==> config.mk <==
export PLATFORM = sky130hd
export DESIGN_NAME = vfb_vin_crop
export DESIGN_NICKNAME = d
export VERILOG_FILES = /design/src/rtl/vfb_vin_crop.sv
export SDC_FILE = /design/constraint.sdc
export NUM_CORES = 1
export LEC_CHECK = 0
export CAP_MARGIN = 10
export CORE_UTILIZATION = 45
export DETAILED_ROUTE_END_ITERATION = 8
export PLACE_DENSITY_LB_ADDON = 0.1
export SLEW_MARGIN = 20
export SYNTH_ARGS = -nofsm -noshare
export SYNTH_HDL_FRONTEND = slang
export SYNTH_SLANG_ARGS = --single-unit
==> constraint.sdc <==
create_clock -name I_clk -period 8 [get_ports I_clk]
set_clock_uncertainty 0.15 [all_clocks]
set_input_delay 1.6 -clock I_clk [delete_from_list [all_inputs] [get_ports I_clk]]
set_output_delay 1.6 -clock I_clk [all_outputs]
set_load 0.05 [all_outputs]
==> src/rtl/vfb_vin_crop.sv <==
// Crops a raster video stream to a programmable window before the frame buffer input.
// Frames are gated whole: passing starts and stops only at a vertical-sync frame start.
module vfb_vin_crop #(
  parameter int VIDEO_WIDTH = 16,
  parameter int CNT_WIDTH   = 12
) (
  input  logic                   I_clk,
  input  logic                   I_rst_n,
  input  logic                   I_enable,
  input  logic [CNT_WIDTH-1:0]   I_h_start,
  input  logic [CNT_WIDTH-1:0]   I_h_size,
  input  logic [CNT_WIDTH-1:0]   I_v_start,
  input  logic [CNT_WIDTH-1:0]   I_v_size,
  input  logic                   I_vs_n,
  input  logic                   I_de,
  input  logic [VIDEO_WIDTH-1:0] I_data,
  output logic                   O_vs_n,
  output logic                   O_de,
  output logic [VIDEO_WIDTH-1:0] O_data,
  output logic                   O_frame_active,
  output logic [7:0]             O_frame_cnt
);

  typedef enum logic [1:0] {IDLE, WAIT_FS, RUN} state_t;

  localparam logic [CNT_WIDTH-1:0] CNT_MAX = '1;
  localparam logic [CNT_WIDTH-1:0] CNT_ONE = CNT_WIDTH'(1);

  state_t                 state_reg, state_next;
  logic                   vs_prev_reg, de_prev_reg;
  logic [CNT_WIDTH-1:0]   x_reg, x_next, y_reg, y_next;
  logic [CNT_WIDTH-1:0]   h_start_reg, h_size_reg, v_start_reg, v_size_reg;
  logic [CNT_WIDTH-1:0]   h_start_eff, h_size_eff, v_start_eff, v_size_eff;
  logic [CNT_WIDTH-1:0]   x_cur, y_cur;
  logic [CNT_WIDTH:0]     h_end, v_end;
  logic                   fs, eol, in_window, de_next;
  logic [VIDEO_WIDTH-1:0] data_next;
  logic [7:0]             frame_cnt_next;

  assign fs  = ~I_vs_n & vs_prev_reg;
  assign eol = ~I_de & de_prev_reg;

  // On the frame-start cycle itself the new window and a zeroed position already apply,
  // so a pixel coincident with the sync edge is the first pixel of the new frame.
  assign h_start_eff = fs ? I_h_start : h_start_reg;
  assign h_size_eff  = fs ? I_h_size  : h_size_reg;
  assign v_start_eff = fs ? I_v_start : v_start_reg;
  assign v_size_eff  = fs ? I_v_size  : v_size_reg;
  assign x_cur       = fs ? '0 : x_reg;
  assign y_cur       = fs ? '0 : y_reg;

  // One extra bit keeps start+size from wrapping back into the visible range.
  assign h_end = {1'b0, h_start_eff} + {1'b0, h_size_eff};
  assign v_end = {1'b0, v_start_eff} + {1'b0, v_size_eff};

  assign in_window = (x_cur >= h_start_eff) && ({1'b0, x_cur} < h_end) &&
                     (y_cur >= v_start_eff) && ({1'b0, y_cur} < v_end);

  always_comb begin
    state_next = state_reg;
    case (state_reg)
      IDLE:    if (I_enable) state_next = WAIT_FS;
      WAIT_FS: begin
        if (!I_enable)  state_next = IDLE;
        else if (fs)    state_next = RUN;
      end
      RUN:     if (fs && !I_enable) state_next = WAIT_FS;
      default: state_next = IDLE;
    endcase
  end

  always_comb begin
    x_next = x_reg;
    y_next = y_reg;
    if (fs) begin
      x_next = {{(CNT_WIDTH-1){1'b0}}, I_de};
      y_next = '0;
    end else if (eol) begin
      x_next = '0;
      if (y_reg != CNT_MAX) y_next = y_reg + CNT_ONE;
    end else if (I_de && (x_reg != CNT_MAX)) begin
      x_next = x_reg + CNT_ONE;
    end
  end

  assign de_next        = (state_next == RUN) && I_de && in_window;
  assign frame_cnt_next = (fs && (state_next == RUN)) ? O_frame_cnt + 8'd1 : O_frame_cnt;

  generate
    for (genvar gi = 0; gi < VIDEO_WIDTH; gi++) begin : g_data_mask
      assign data_next[gi] = I_data[gi] & de_next;
    end
  endgenerate

  always_ff @(posedge I_clk or negedge I_rst_n) begin
    if (!I_rst_n) begin
      state_reg   <= IDLE;
      vs_prev_reg <= 1'b1;
      de_prev_reg <= 1'b0;
      x_reg       <= '0;
      y_reg       <= '0;
      h_start_reg <= '0;
      h_size_reg  <= '0;
      v_start_reg <= '0;
      v_size_reg  <= '0;
      O_vs_n      <= 1'b1;
      O_de        <= 1'b0;
      O_data      <= '0;
      O_frame_cnt <= 8'd0;
    end else begin
      state_reg   <= state_next;
      vs_prev_reg <= I_vs_n;
      de_prev_reg <= I_de;
      x_reg       <= x_next;
      y_reg       <= y_next;
      if (fs) begin
        h_start_reg <= I_h_start;
        h_size_reg  <= I_h_size;
        v_start_reg <= I_v_start;
        v_size_reg  <= I_v_size;
      end
      O_vs_n      <= I_vs_n;
      O_de        <= de_next;
      O_data      <= data_next;
      O_frame_cnt <= frame_cnt_next;
    end
  end

  assign O_frame_active = (state_reg == RUN);

endmodule
After elaboration in Yosys (flattened, before gate mapping)
Index checks and enable logic that the tools add are counted.

operators by class
  add/sub/neg operators = 5
  $lt $le $gt $ge = 4
  eq/ne operators = 5
  multiplexer cells = 17
  bitwise gates (word level) = 20
  reductions and logical operators = 14

operators by type and width
  operator               number
  $mux 12                12
  $add 12x12->13         2
  $lt 12x13->1           2
  $add 12x1->12 const B  2
  $ge 12x12->1           2
  $ne 12x12->1 const B   2
  $and 1x1->1            18
  $add 8x1->8 const B    1
  $logic_and 1x1->1      8
  $mux 2                 4
  $pmux 2 s3             1
  $eq 2x2->1 const B     2
  $reduce_bool 2->1      2
  $reduce_bool 3->1      1
  $eq 2x1->1 const B     1
  $logic_not 2->1        1
  $not 1->1              2
  $reduce_and 2->1       1
  $logic_not 1->1        1

word-level totals
  register bits after elaboration = 101
  bits of input ports = 69
  output and inout port bits = 27

Depth between registers and ports, before layout
  word-level depth = 10
  gate-level depth with buffers = 23
  depth with buffers taken out = 18

Worst setup path after synthesis
Ideal clock, no wire load.

  path type = input -> register
  start point = in I_vs_n
  end point = reg O_data[0]
  library setup time = 96 ps
  arrival time = 5753 ps
  required time = 7754 ps
  slack = 2001 ps
  cell stages on the path = 20
  cell sequence = nand2b_1 buf_6 clkbuf_1 buf_1 mux2i_1 inv_1 fa_1 a211oi_1 o21bai_1 a21oi_2 o21bai_1 a21oi_1 xor2_1 ha_1 nor4_1 a22o_1 a21boi_0 a211oi_4 buf_4 nor4b_2

RTL lines
  item                                                      RTL line  text
  from (decl)                                               14        input logic I_vs_n,
  $not 1->1 (*)                                             40        assign fs = ~I_vs_n & vs_prev_reg;
  $and 1x1->1 (*)                                           40
  $mux 12 (*)                                               n/a
  named net v_start_eff[1]                                  33        logic [CNT_WIDTH-1:0] h_start_eff, h_size_eff, v_start_eff, v_size_eff;
  $add 12x12->13 / $ge 12x12->1 (equally long branches)     54, 57
  $lt 12x13->1 / $logic_and 1x1->1 (equally long branches)  57, 56
  $logic_and 1x1->1 (*)                                     57        (y_cur >= v_start_eff) && ({1'b0, y_cur} < v_end);
  $logic_and 1x1->1 (*)                                     86        assign de_next = (state_next == RUN) && I_de && in_window;
  $and 1x1->1 (*)                                           91        assign data_next[gi] = I_data[gi] & de_next;
  named net data_next[0]                                    37        logic [VIDEO_WIDTH-1:0] data_next;
  to (signal assigned)                                      124       O_data <= data_next;
  to (decl)                                                 19        output logic [VIDEO_WIDTH-1:0] O_data,

Mark *: on every way through the listed nets, which the timed path passes. The rest lies on a longest branch.
A chain may end at the register's enable or synchronous reset.

Worst setup path after layout
  start point = in I_vs_n
  end point = reg O_data[10]

on the way
  word-level cells in the longest chain between the ends = 10

RTL lines
  item                                RTL line  text
  $not 1->1 (*)                       40
  $and 1x1->1 (*)                     40
  $mux 12 (*)                         n/a
  named net h_start_eff[1]            33
  $add 12x12->13                      53        assign h_end = {1'b0, h_start_eff} + {1'b0, h_size_eff};
  $lt 12x13->1                        56        assign in_window = (x_cur >= h_start_eff) && ({1'b0, x_cur} < h_end) &&
  $logic_and 1x1->1 (*) (2 in a row)  56
  $logic_and 1x1->1 (*)               57
  $logic_and 1x1->1 (*)               86
  $and 1x1->1 (*)                     91
  named net data_next[10]             37

Marked as above.

==> impl_metrics.tcl <==
set metrics [dict create \
    status "completed" \
    min_path_cells 2 \
    grt_pass1_vias 5028 \
    start_util_pct 45.9 \
    cp_num_buf_inv 2 \
    ys_async_sr_fraction_pct 100 \
    postCtsHoldBufs 0 \
    period_needed_ps 6750 \
    slowest_delay_ps 690 \
    antenna_cells 0 \
    viasPerCell 5.22 \
    crit_chain "clkdlybuf4s50_1, nand2b_2, mux2i_1, inv_1, ha_1, a211oi_1, o21ai_0, a21oi_1, o31ai_1, a21o_1, ha_1, a21o_1, a211oi_1, o211ai_1, a221o_1, o211a_1, nor4b_1" \
    hold_viol 0 \
    fillCellCount 1257 \
    cts.clk_slew.worst_paths_ps 70 \
    synth_most_common_cell "nand2_1" \
    wl_um 14300 \
    fin_crit_sh_pct 84.4 \
    r2r_cells 16 \
    syn-instance-count 669 \
    worstSetupStartpointType "input port" \
    ys.flop_type "dfrtp_1" \
    dp_cells 930 \
    syn2layout_area_growth_pct 23.0 \
    post_cts_resized 0 \
    busiest_layer "met2" \
    synth-edff-count 0 \
    grt.total_usage_pct 21.0 \
    synth-seq-cells 101 \
    reg2reg_to "O_data[10]" \
    ios 96 \
    antenna_found_initial 0 \
    worstMarginPinSlew_ps 973 \
    cts_setup_buffers 0 \
    synth_commonest_cells "nand2_1 (131), dfrtp_1 (100), ha_1 (72)" \
    drtAntennaViolNets 0 \
    htree_levels 3 \
    maxCapViolCount 0 \
    place.gp.congestion 0.933 \
    die_area_sq_mm 0.0146 \
    drtIter0Drc 227 \
    yosysWarnings 0 \
    grt_use_met3_pct 2.83 \
    crit_path_top_delay_cell "nand2b_2" \
    clkSinkCount 101 \
    cts-root-buf "clkbuf_16" \
    yosysTopAreaCell "dfrtp_1" \
    finalNonFillerCells 946 \
    cp_max_fo 33 \
    slew_headroom_pct 35.0 \
    power_density_mw_per_mm2 198 \
    syn_avg_cell_area_sq_um 9.49 \
    peakVddDrop_mv 0.102 \
    r2r-start "vs_prev_reg" \
    port-buffer-count 95 \
    crit_path_end_kind "register" \
    met2_usage_pct 37.7 \
    drc 0 \
    hpwl_um 11100 \
    cp_top_family "compound AO/OA/AOI/OAI gates" \
    ys_seq_area_share_pct 39.8 \
    die_x_um 121 \
    slew_violations 0 \
    fmax_mhz 148 \
    die_y_um 121 \
    firstDrtPassIters 4 \
    vias 4936 \
    nets 904 \
    p_leak_nw 3.80 \
    syn_area_sq_mm 0.00635 \
    met1_usage_pct 25.7 \
    r2r_setup_slack_ps 2650 \
    largest_reg_flops 16 \
    critPathRequiredTime_ps 8080 \
    grt_start_max_net_pins 57 \
    clock_latency_ps 350 \
    cts_buffer_depth 2 \
    cts_tree "yes" \
    final_util_pct 56.5 \
    core_area_sq_mm 0.0138 \
    rsz0062_at_grt "no" \
    hold_path.class "register to register" \
    synth_area_leaders "dfrtp_1 (39%), ha_1 (14%), nand2_1 (7.7%)" \
    registers.top_by_ff_count "O_data" \
    totalPowerFinal_mw 1.55 \
    crit_cells 17 \
    synth_top_cell_area_share_pct 39.4 \
    syn-num-nets 812 \
    overflow 0 \
    cp.arrival_ps 6830 \
    post_drt_wl_per_cell_um 15.1 \
    rows 43 \
    drive_gt1_share_pct 5.48 \
    grt_first_pass_wirelength_um 23800 \
    setup_viol 0 \
    critPathKind "input port to register" \
    setup_tns_ps 0 \
    cts_made_buffers 9 \
    ys_types 53 \
]
## how the worst max path moves through the flow
| stage | end | slack [ps] | startpoint |
|---|---|---|---|
| after floorplan | O_data[0] | 2000 | I_vs_n |
| after global placement | O_data[12] | 1160 | I_vs_n |
| after detailed placement | O_data[14] | 850 | I_vs_n |
| after CTS | O_data[14] | 1220 | I_vs_n |
| after global routing | O_data[12] | 880 | I_vs_n |
| final | O_data[10] | 1250 | I_vs_n |
## cell type report
type	instances	area, sq um	share of cell area (%)
sequential	101	2530	32.4
clock buffer	9	225	2.89
tap	180	225	2.89
inverter	32	120	1.54
multi-input combinational	516	3610	46.2
clock inverter	7	105	1.35
timing repair buffer	101	993	12.7
## per-layer routing
layer  routed length (um)  part of all wire, %
met1                 6410                   45
met3                  499                  3.5
met2                 7140                   50
met5                    0                    0
met4                  219                  1.5
## cell families (layout without fill, tap and decap cells)
group,after synthesis,after routing,share of synthesized area [%]
AND/OR/NAND/NOR,272,272,21.5
multiplexers,19,19,3.00
AO/OA/AOI/OAI,103,103,10.8
buffers and inverters,52,149,3.49
flip-flops,101,101,39.8
XOR/XNOR,48,48,6.62
adder cells (fa/ha/maj),74,74,14.8
## layout by cell type (no fill, tap or decap), types with 19 or more instances in the layout
master,Yosys,final
a21oi_1,24,24
and2_1,25,25
clkdlybuf4s50_1,0,94
dfrtp_1,100,100
ha_1,72,72
inv_1,32,32
mux2i_1,19,19
nand2_1,131,131
nor2_1,34,34
o21ai_0,26,26
xor2_1,35,35
## through the flow
step / hold WS [ps] / cell area [sq um] / worst slack [ps]
3_3_place_gp: 303 / 7480 / 1160
5_1_grt: 344 / 7810 / 880
4_1_cts: 333 / 7810 / 1220
6_report: 327 / 7810 / 1250
2_1_floorplan: 289 / 6350 / 2000
3_5_place_dp: 315 / 7480 / 849
## tightest hold or removal path: cells and delay by family, from the launching register on
| kind | cells | cell delay (ps) |
|---|---|---|
| flops | 1 | 320 |
| simple gates | 2 | 130 |
## power by group
part | total (mW) | switching (mW) | internal [mW]
clock network | 0.479 | 0.201 | 0.278
logic | 0.484 | 0.274 | 0.211
registers | 0.585 | 0.0275 | 0.558
No activity file was read; power rests on OpenSTA's default activity.
